==> config.mk <==
export PLATFORM = sky130hd
export DESIGN_NAME = id_ex_stage
export DESIGN_NICKNAME = d
export VERILOG_FILES = /design/src/rtl/id_ex_stage.sv
export SDC_FILE = /design/constraint.sdc
export NUM_CORES = 1
export LEC_CHECK = 0
export CAP_MARGIN = 20
export CORE_AREA = 3 3 124 126
export DETAILED_ROUTE_END_ITERATION = 10
export DIE_AREA = 0 0 127 129
export HOLD_SLACK_MARGIN = 0.15
export PLACE_DENSITY_LB_ADDON = 0.25
export SLEW_MARGIN = 20
export SYNTH_ARGS = -nofsm -noshare
export SYNTH_HDL_FRONTEND = slang
export SYNTH_SLANG_ARGS = --single-unit
==> constraint.sdc <==
create_clock -name clk -period 4 [get_ports clk]
set_input_delay 0.8 -clock clk [delete_from_list [all_inputs] [get_ports clk]]
set_output_delay 0.8 -clock clk [all_outputs]
set_load 0.01 [all_outputs]
==> src/rtl/id_ex_stage.sv <==
// ID/EX pipeline register: decodes control, captures operands, forwards from
// EX/MEM and MEM/WB into the ALU inputs, and detects load-use hazards.
module id_ex_stage #(
  parameter int DW = 32,
  parameter int RW = 5
) (
  input  logic          clk,
  input  logic          rst,
  input  logic          flush,
  input  logic [5:0]    id_opcode,
  input  logic [5:0]    id_funct,
  input  logic [RW-1:0] id_rs,
  input  logic [RW-1:0] id_rt,
  input  logic [RW-1:0] id_rd,
  input  logic [DW-1:0] id_rs_data,
  input  logic [DW-1:0] id_rt_data,
  input  logic [DW-1:0] id_imm,
  input  logic          exm_regwrite,
  input  logic [RW-1:0] exm_rd,
  input  logic [DW-1:0] exm_result,
  input  logic          mwb_regwrite,
  input  logic [RW-1:0] mwb_rd,
  input  logic [DW-1:0] mwb_result,
  output logic          stall,
  output logic [5:0]    alu_sel,
  output logic [DW-1:0] alu_a,
  output logic [DW-1:0] alu_b,
  output logic [DW-1:0] ex_store_data,
  output logic [RW-1:0] ex_wreg,
  output logic          ex_regwrite,
  output logic          ex_memread,
  output logic          ex_memwrite,
  output logic          ex_memtoreg,
  output logic          ex_branch
);

  localparam logic [5:0] OP_RTYPE = 6'b000000;
  localparam logic [5:0] OP_LW    = 6'b100011;
  localparam logic [5:0] OP_SW    = 6'b101011;
  localparam logic [5:0] OP_BEQ   = 6'b000100;
  localparam logic [5:0] OP_ADDI  = 6'b001000;
  localparam logic [5:0] SEL_ADD  = 6'b100000;
  localparam logic [5:0] SEL_SUB  = 6'b100010;

  typedef struct packed {
    logic [5:0]    sel;
    logic          regwrite;
    logic          memread;
    logic          memwrite;
    logic          memtoreg;
    logic          branch;
    logic          alusrc;
    logic [RW-1:0] wreg;
    logic [RW-1:0] rs;
    logic [RW-1:0] rt;
    logic [DW-1:0] rs_data;
    logic [DW-1:0] rt_data;
    logic [DW-1:0] imm;
  } ex_reg_t;

  ex_reg_t dec;
  ex_reg_t ex_q;
  logic    dec_valid;
  logic    uses_rt;

  // NOTE: every field gets a default before the case so no latch is inferred.
  always_comb begin
    dec       = '0;
    dec_valid = 1'b0;
    unique case (id_opcode)
      OP_RTYPE: begin
        if (id_funct inside {6'b100000, 6'b100010, 6'b100100, 6'b100101, 6'b101010}) begin
          dec_valid    = 1'b1;
          dec.sel      = id_funct;
          dec.regwrite = 1'b1;
          dec.wreg     = id_rd;
        end
      end
      OP_LW: begin
        dec_valid    = 1'b1;
        dec.sel      = SEL_ADD;
        dec.alusrc   = 1'b1;
        dec.memread  = 1'b1;
        dec.memtoreg = 1'b1;
        dec.regwrite = 1'b1;
        dec.wreg     = id_rt;
      end
      OP_SW: begin
        dec_valid    = 1'b1;
        dec.sel      = SEL_ADD;
        dec.alusrc   = 1'b1;
        dec.memwrite = 1'b1;
      end
      OP_BEQ: begin
        dec_valid  = 1'b1;
        dec.sel    = SEL_SUB;
        dec.branch = 1'b1;
      end
      OP_ADDI: begin
        dec_valid    = 1'b1;
        dec.sel      = SEL_ADD;
        dec.alusrc   = 1'b1;
        dec.regwrite = 1'b1;
        dec.wreg     = id_rt;
      end
      default: dec_valid = 1'b0;
    endcase
    // Invalid encodings stay an all-zero bubble, including the data fields.
    if (dec_valid) begin
      dec.rs      = id_rs;
      dec.rt      = id_rt;
      dec.rs_data = id_rs_data;
      dec.rt_data = id_rt_data;
      dec.imm     = id_imm;
    end
  end

  always_comb begin
    uses_rt = (id_opcode == OP_RTYPE) || (id_opcode == OP_SW) || (id_opcode == OP_BEQ);
    stall   = ex_q.memread && (ex_q.wreg != '0) &&
              ((ex_q.wreg == id_rs) || ((ex_q.wreg == id_rt) && uses_rt));
  end

  // NOTE: sequential state uses non-blocking assignments so all flops update together.
  always_ff @(posedge clk) begin
    if (rst || flush || stall) ex_q <= '0;
    else                       ex_q <= dec;
  end

  logic [DW-1:0] fwd_rs;
  logic [DW-1:0] fwd_rt;

  // EX/MEM is the younger producer, so it wins over MEM/WB; $0 is never forwarded.
  always_comb begin
    if (exm_regwrite && (exm_rd != '0) && (exm_rd == ex_q.rs))      fwd_rs = exm_result;
    else if (mwb_regwrite && (mwb_rd != '0) && (mwb_rd == ex_q.rs)) fwd_rs = mwb_result;
    else                                                            fwd_rs = ex_q.rs_data;

    if (exm_regwrite && (exm_rd != '0) && (exm_rd == ex_q.rt))      fwd_rt = exm_result;
    else if (mwb_regwrite && (mwb_rd != '0) && (mwb_rd == ex_q.rt)) fwd_rt = mwb_result;
    else                                                            fwd_rt = ex_q.rt_data;
  end

  assign alu_sel       = ex_q.sel;
  assign alu_a         = fwd_rs;
  assign alu_b         = ex_q.alusrc ? ex_q.imm : fwd_rt;
  assign ex_store_data = fwd_rt;
  assign ex_wreg       = ex_q.wreg;
  assign ex_regwrite   = ex_q.regwrite;
  assign ex_memread    = ex_q.memread;
  assign ex_memwrite   = ex_q.memwrite;
  assign ex_memtoreg   = ex_q.memtoreg;
  assign ex_branch     = ex_q.branch;

endmodule

# Word level (Yosys, flattened, before mapping)
# Index checks and enable logic that the tools add are counted.
[word_totals] reg_bits=122 latch_bits=0 ram_bits=0 rom_bits=0 output_inout_bits=113 elab_cells=67 memories=0
[op_classes] n_addsub=0 mul=0 div=0 order_cmp=0 n_eq_ne=15 shifts=0 mux=16 bitwise_logic=1 reduce_logical=23
[ops] op="32-bit two-way mux" count=5
[ops] op="6-bit == test (second input constant)" count=7
[ops] op="5-bit == test" count=6
[ops] op="5-bit nonzero test" count=4
[ops] op="6-bit one-hot mux with 3 select lines" count=1
[ops] op="5-bit one-hot mux with 2 select lines" count=1
[ops] op="1-bit logical AND" count=9
[ops] op="7-bit two-way mux" count=1
[ops] op="6-bit by 3-bit == test with 1-bit output (second input constant)" count=1
[ops] op="6-bit by 4-bit == test with 1-bit output (second input constant)" count=1
[ops] op="6-bit zero test" count=1
[ops] op="1-bit logical OR" count=5
[ops] op="1-bit two-way mux" count=5
[ops] op="5-bit two-way mux" count=1
[ops] op="1-bit one-hot mux with 2 select lines" count=2
[ops] op="2-bit OR reduction" count=2
[ops] op="4-bit OR reduction" count=1
[ops] op="3-bit OR reduction" count=1
[ops] op="1-bit inverter" count=1

# Logic depth before layout (Yosys ltp)
[logic_depth] depth_word=8 ltp_mapped=8 ltp_nobuf=5

# Least setup slack after synthesis
# Ideal clock, no wire load.
[synth_path] path_kind="input port to output port" from="in mwb_rd[1]" to="out alu_a[10]" t_arrival_ns=2.360 required_ns=3.200 setup_slack_ns=0.840 cell_stages=7 path_buffers=2 path_cell_list="or4_1 -> o21a_1 -> and4_1 -> clkbuf_1 -> buf_2 -> mux2i_1 -> a21oi_1"
[synth_between] elab_chain_len=5 elab_cells_between_ends=6 classes_between="eq/ne (1); mux (2); reduce/logical (3)"
[synth_rtl] item="start, declared" line="22" source="input logic [RW-1:0] mwb_rd,"
[synth_rtl] item="5-bit nonzero test" line="136" source="else if (mwb_regwrite && (mwb_rd != '0) && (mwb_rd == ex_q.rs)) fwd_rs = mwb_result;"
[synth_rtl] item="1-bit logical AND" line="136"
[synth_rtl] item="1-bit logical AND *" line="136"
[synth_rtl] item="32-bit two-way mux *" line="136"
[synth_rtl] item="32-bit two-way mux *" line="135" source="if (exm_regwrite && (exm_rd != '0) && (exm_rd == ex_q.rs)) fwd_rs = exm_result;"
[synth_rtl] item="end, declared" line="26" source="output logic [DW-1:0] alu_a,"
# Every way passes the cells marked *; elsewhere a longest branch is shown, timed or not.

# Worst setup path in the final report
[layout_path] from="in mwb_rd[1]" to="out ex_store_data[7]"
[layout_between] elab_chain_len=5 elab_cells_between_ends=6 classes_between="eq/ne (1); mux (2); reduce/logical (3)"
[layout_rtl] item="5-bit nonzero test" line="140" source="else if (mwb_regwrite && (mwb_rd != '0) && (mwb_rd == ex_q.rt)) fwd_rt = mwb_result;"
[layout_rtl] item="1-bit logical AND" line="140"
[layout_rtl] item="1-bit logical AND *" line="140"
[layout_rtl] item="32-bit two-way mux *" line="140"
[layout_rtl] item="32-bit two-way mux *" line="139" source="if (exm_regwrite && (exm_rd != '0) && (exm_rd == ex_q.rt)) fwd_rt = exm_result;"
[layout_rtl] item="end, declared" line="28" source="output logic [DW-1:0] ex_store_data,"
# Marked as above.

==> impl_metrics.json <==
{
  "first_pass_iters": 5,
  "finClkSkew_ns": 0.00544,
  "p_per_area_nw_per_um2": 303,
  "ir_drop_mv": 0.250,
  "max_cap_violations": 0,
  "ys_ff_latch": 122,
  "hp-start": "id_rs_data[18]",
  "synth_fp_nets": 890,
  "dp_hpwl_um": 16000,
  "antenna_cells": 0,
  "arrival_ns": 3.17,
  "leakage_nw": 4.64,
  "synth_fa_ha_area_share_pct": 0,
  "grt_max_degree": 122,
  "vias": 6476,
  "synthFlopType": "dfxtp_1",
  "period_share_pct": 99.3,
  "min-delay-path-class": "input port to flop",
  "drc": 0,
  "antenna_found_initial": 0,
  "synth_compound_area_share_pct": 11.5,
  "fin_crit_ns": 3.97,
  "wirelength_um": 22800,
  "synthSimpleGateAreaFrac_pct": 26.5,
  "crit_required_ns": 3.20,
  "final-setup-viol-count": 0,
  "finalHoldViolCount": 0,
  "htreeDepth": 4,
  "synth_edf_count": 0,
  "nets": 1210,
  "drt_iter0_drc": 441,
  "synth_xor_area_share_pct": 4.20,
  "grt_pass1_wl_um": 33900,
  "drive_above_1_share_pct": 14.4,
  "hold_buffers": 0,
  "detail-route-antenna-nets": 0,
  "grt-ovfl-total": 0,
  "fin_tns_setup_ns": 0,
  "clockBufferDepth": 2,
  "die_area_um2": 16400,
  "final_cell_mix": "clkdlybuf4s50_1 (218), dfxtp_1 (121), nor3b_1 (75), dlygate4sd2_1 (75), nor2_1 (69)",
  "rsz0062_at_grt": "yes",
  "outcome": "complete, no violations",
  "cts_root_buffer": "clkbuf_16",
  "cpPeakStageDelay_ns": 0.51,
  "dieWidth_um": 127,
  "critPathLaunchType": "input port",
  "place_congestion": 0.890,
  "synth_warnings": 0,
  "grt_pass1_vias": 6375,
  "synth_async_sr_flop_share_pct": 0,
  "crit_type": "input port to output pin",
  "syn_avg_cell_area_um2": 9.10,
  "synthTopCellsByArea": "dfxtp_1 (39%), mux2i_1 (10%), nor3b_1 (9.0%)",
  "cp_max_fo": 6,
  "reg2reg_from": "ex_wreg[2]",
  "syn_inst": 688,
  "num_rows": 44,
  "worst_pin_slew_ns": 0.719,
  "cp_common_cell": "buf_4",
  "utilization_pct": 73.8,
  "fmax_ghz": 0.252,
  "cpLargestDelayFamily": "buffers and inverters",
  "via_per_inst": 5.38,
  "synth_top_family_by_area": "simple AND/OR/NAND/NOR gates",
  "startpoint": "mwb_rd[1]",
  "ios": 315,
  "wl_per_cell_um": 19.0,
  "grt_usage_pct": 26.6,
  "synth_seq_area_share_pct": 39.0,
  "clock_latency_ns": 0.42,
  "start_util_pct": 43.4,
  "cts_tree": "yes",
  "end_kind": "output pin",
  "report.final.slew_viol_count": 0,
  "slew-limit-headroom_pct": 52.1,
  "ys_types": 39,
  "core_um2": 14400,
  "final_common_cell": "clkdlybuf4s50_1",
  "synth_top_area_share_pct": 39.0,
  "dieHeight_um": 129,
  "syn-cell-area_um2": 6260,
  "cpMaxStageDelayCell": "or4_1",
  "numCtsBuffers": 17,
  "syn_to_final_growth_pct": 70.0,
  "cts.sinks": 122,
  "synth_top_cell_by_area": "dfxtp_1",
  "cp_cell_sequence": "clkdlybuf4s50_1 -> or4_1 -> o21a_1 -> nand4_4 -> buf_12 -> buf_4 -> mux2i_4 -> buf_4 -> a21oi_1 -> dlygate4sd2_1",
  "place.port_buffers": 314,
  "synthMuxAreaShare_pct": 10.4,
  "cts.clk_slew.worst_paths_ns": 0.06,
  "critical_path_buf_inv_count": 5
}
==> worst reg2reg max path: stages (launching register included) <==
cell     delay (ns)
dfxtp_1        0.40
xnor2_1        0.15
nand4_1        0.11
or4_1          0.54
a21oi_4        0.19
buf_12         0.49
nor3b_1        0.21
==> cell usage after synthesis (18+ instances only) <==
master / instances
dfxtp_1: 122
nor3b_1: 75
nor2_1: 70
a21oi_1: 65
mux2i_1: 65
nor3_1: 48
inv_1: 33
a221oi_1: 32
nor3b_2: 30
clkbuf_1: 28
buf_4: 18
xor2_1: 18
==> flip-flops by register name, summed over array words and instances, names as in the netlist <==
| name | flops |
|---|---|
| alu_sel | 6 |
| ex_branch | 1 |
| ex_memtoreg | 1 |
| ex_memwrite | 1 |
| ex_q | 107 |
| ex_regwrite | 1 |
| ex_wreg | 5 |
==> per-layer routing <==
metal  global-route usage (%)  part of all wire [%]
met1                     31.0                    39
met2                     44.8                    48
met3                     7.76                   8.9
met4                     13.0                   3.7
met5                        0                     0
==> stage by stage <==
stage          setup slack, ns  total power [W]  instances  hold WS, ns  area, um^2
2_1_floorplan            0.840          0.00136        688        0.848        6260
3_3_place_gp            -0.120          0.00167       1162         1.04        9780
3_5_place_dp            -0.145          0.00167       1162         1.03        9780
4_1_cts              -0.000364          0.00324       1196        0.934       10400
5_1_grt                -0.0238          0.00333       1204        0.931       10600
6_report                0.0267          0.00323       1204        0.945       10600
==> cells by family (layout without fill, tap and decap cells) <==
| logic type | after synthesis | in the layout |
|---|---|---|
| and+or+nand+nor | 253 | 253 |
| DFF | 122 | 122 |
| AOI/OAI and AO/OA | 113 | 113 |
| buffers and inverters | 104 | 436 |
| muxes | 65 | 65 |
| xor gates and xnor gates | 30 | 30 |
| other | 1 | 1 |
==> cell type report <==
class                   count  area, um^2
fillers                  1089        3780
clock inverters             9         145
well taps                 184         230
flip-flops and latches    122        2440
multi-input cells         462        3470
clock buffers              22         464
inverters                  33         124
repair buffers            372        3770
==> where the power goes <==
group	internal (W)	leakage, nW	switching (W)
registers	0.00123	0.984	0.00000437
logic	0.000272	3.35	0.000142
clock network	0.00106	0.304	0.000522
==> path summary, 6_finish.rpt <==
kind	end	slack, ns	cells past startpoint
max	ex_store_data[7]	0.03	10
min	ex_q[82]	0.94	2
max reg2reg	ex_q[63]	1.77	6
min reg2reg	ex_branch	1.03	4
==> timing repair <==
action / CTS / global route
hold endpoints to repair: 0 / 0
cloned: 2 / 2
buffers inserted: 1 / 6
resized for setup: 85 / 39
endpoints found under the setup margin: 85 / 21
Power figures use the tool's default switching activity.
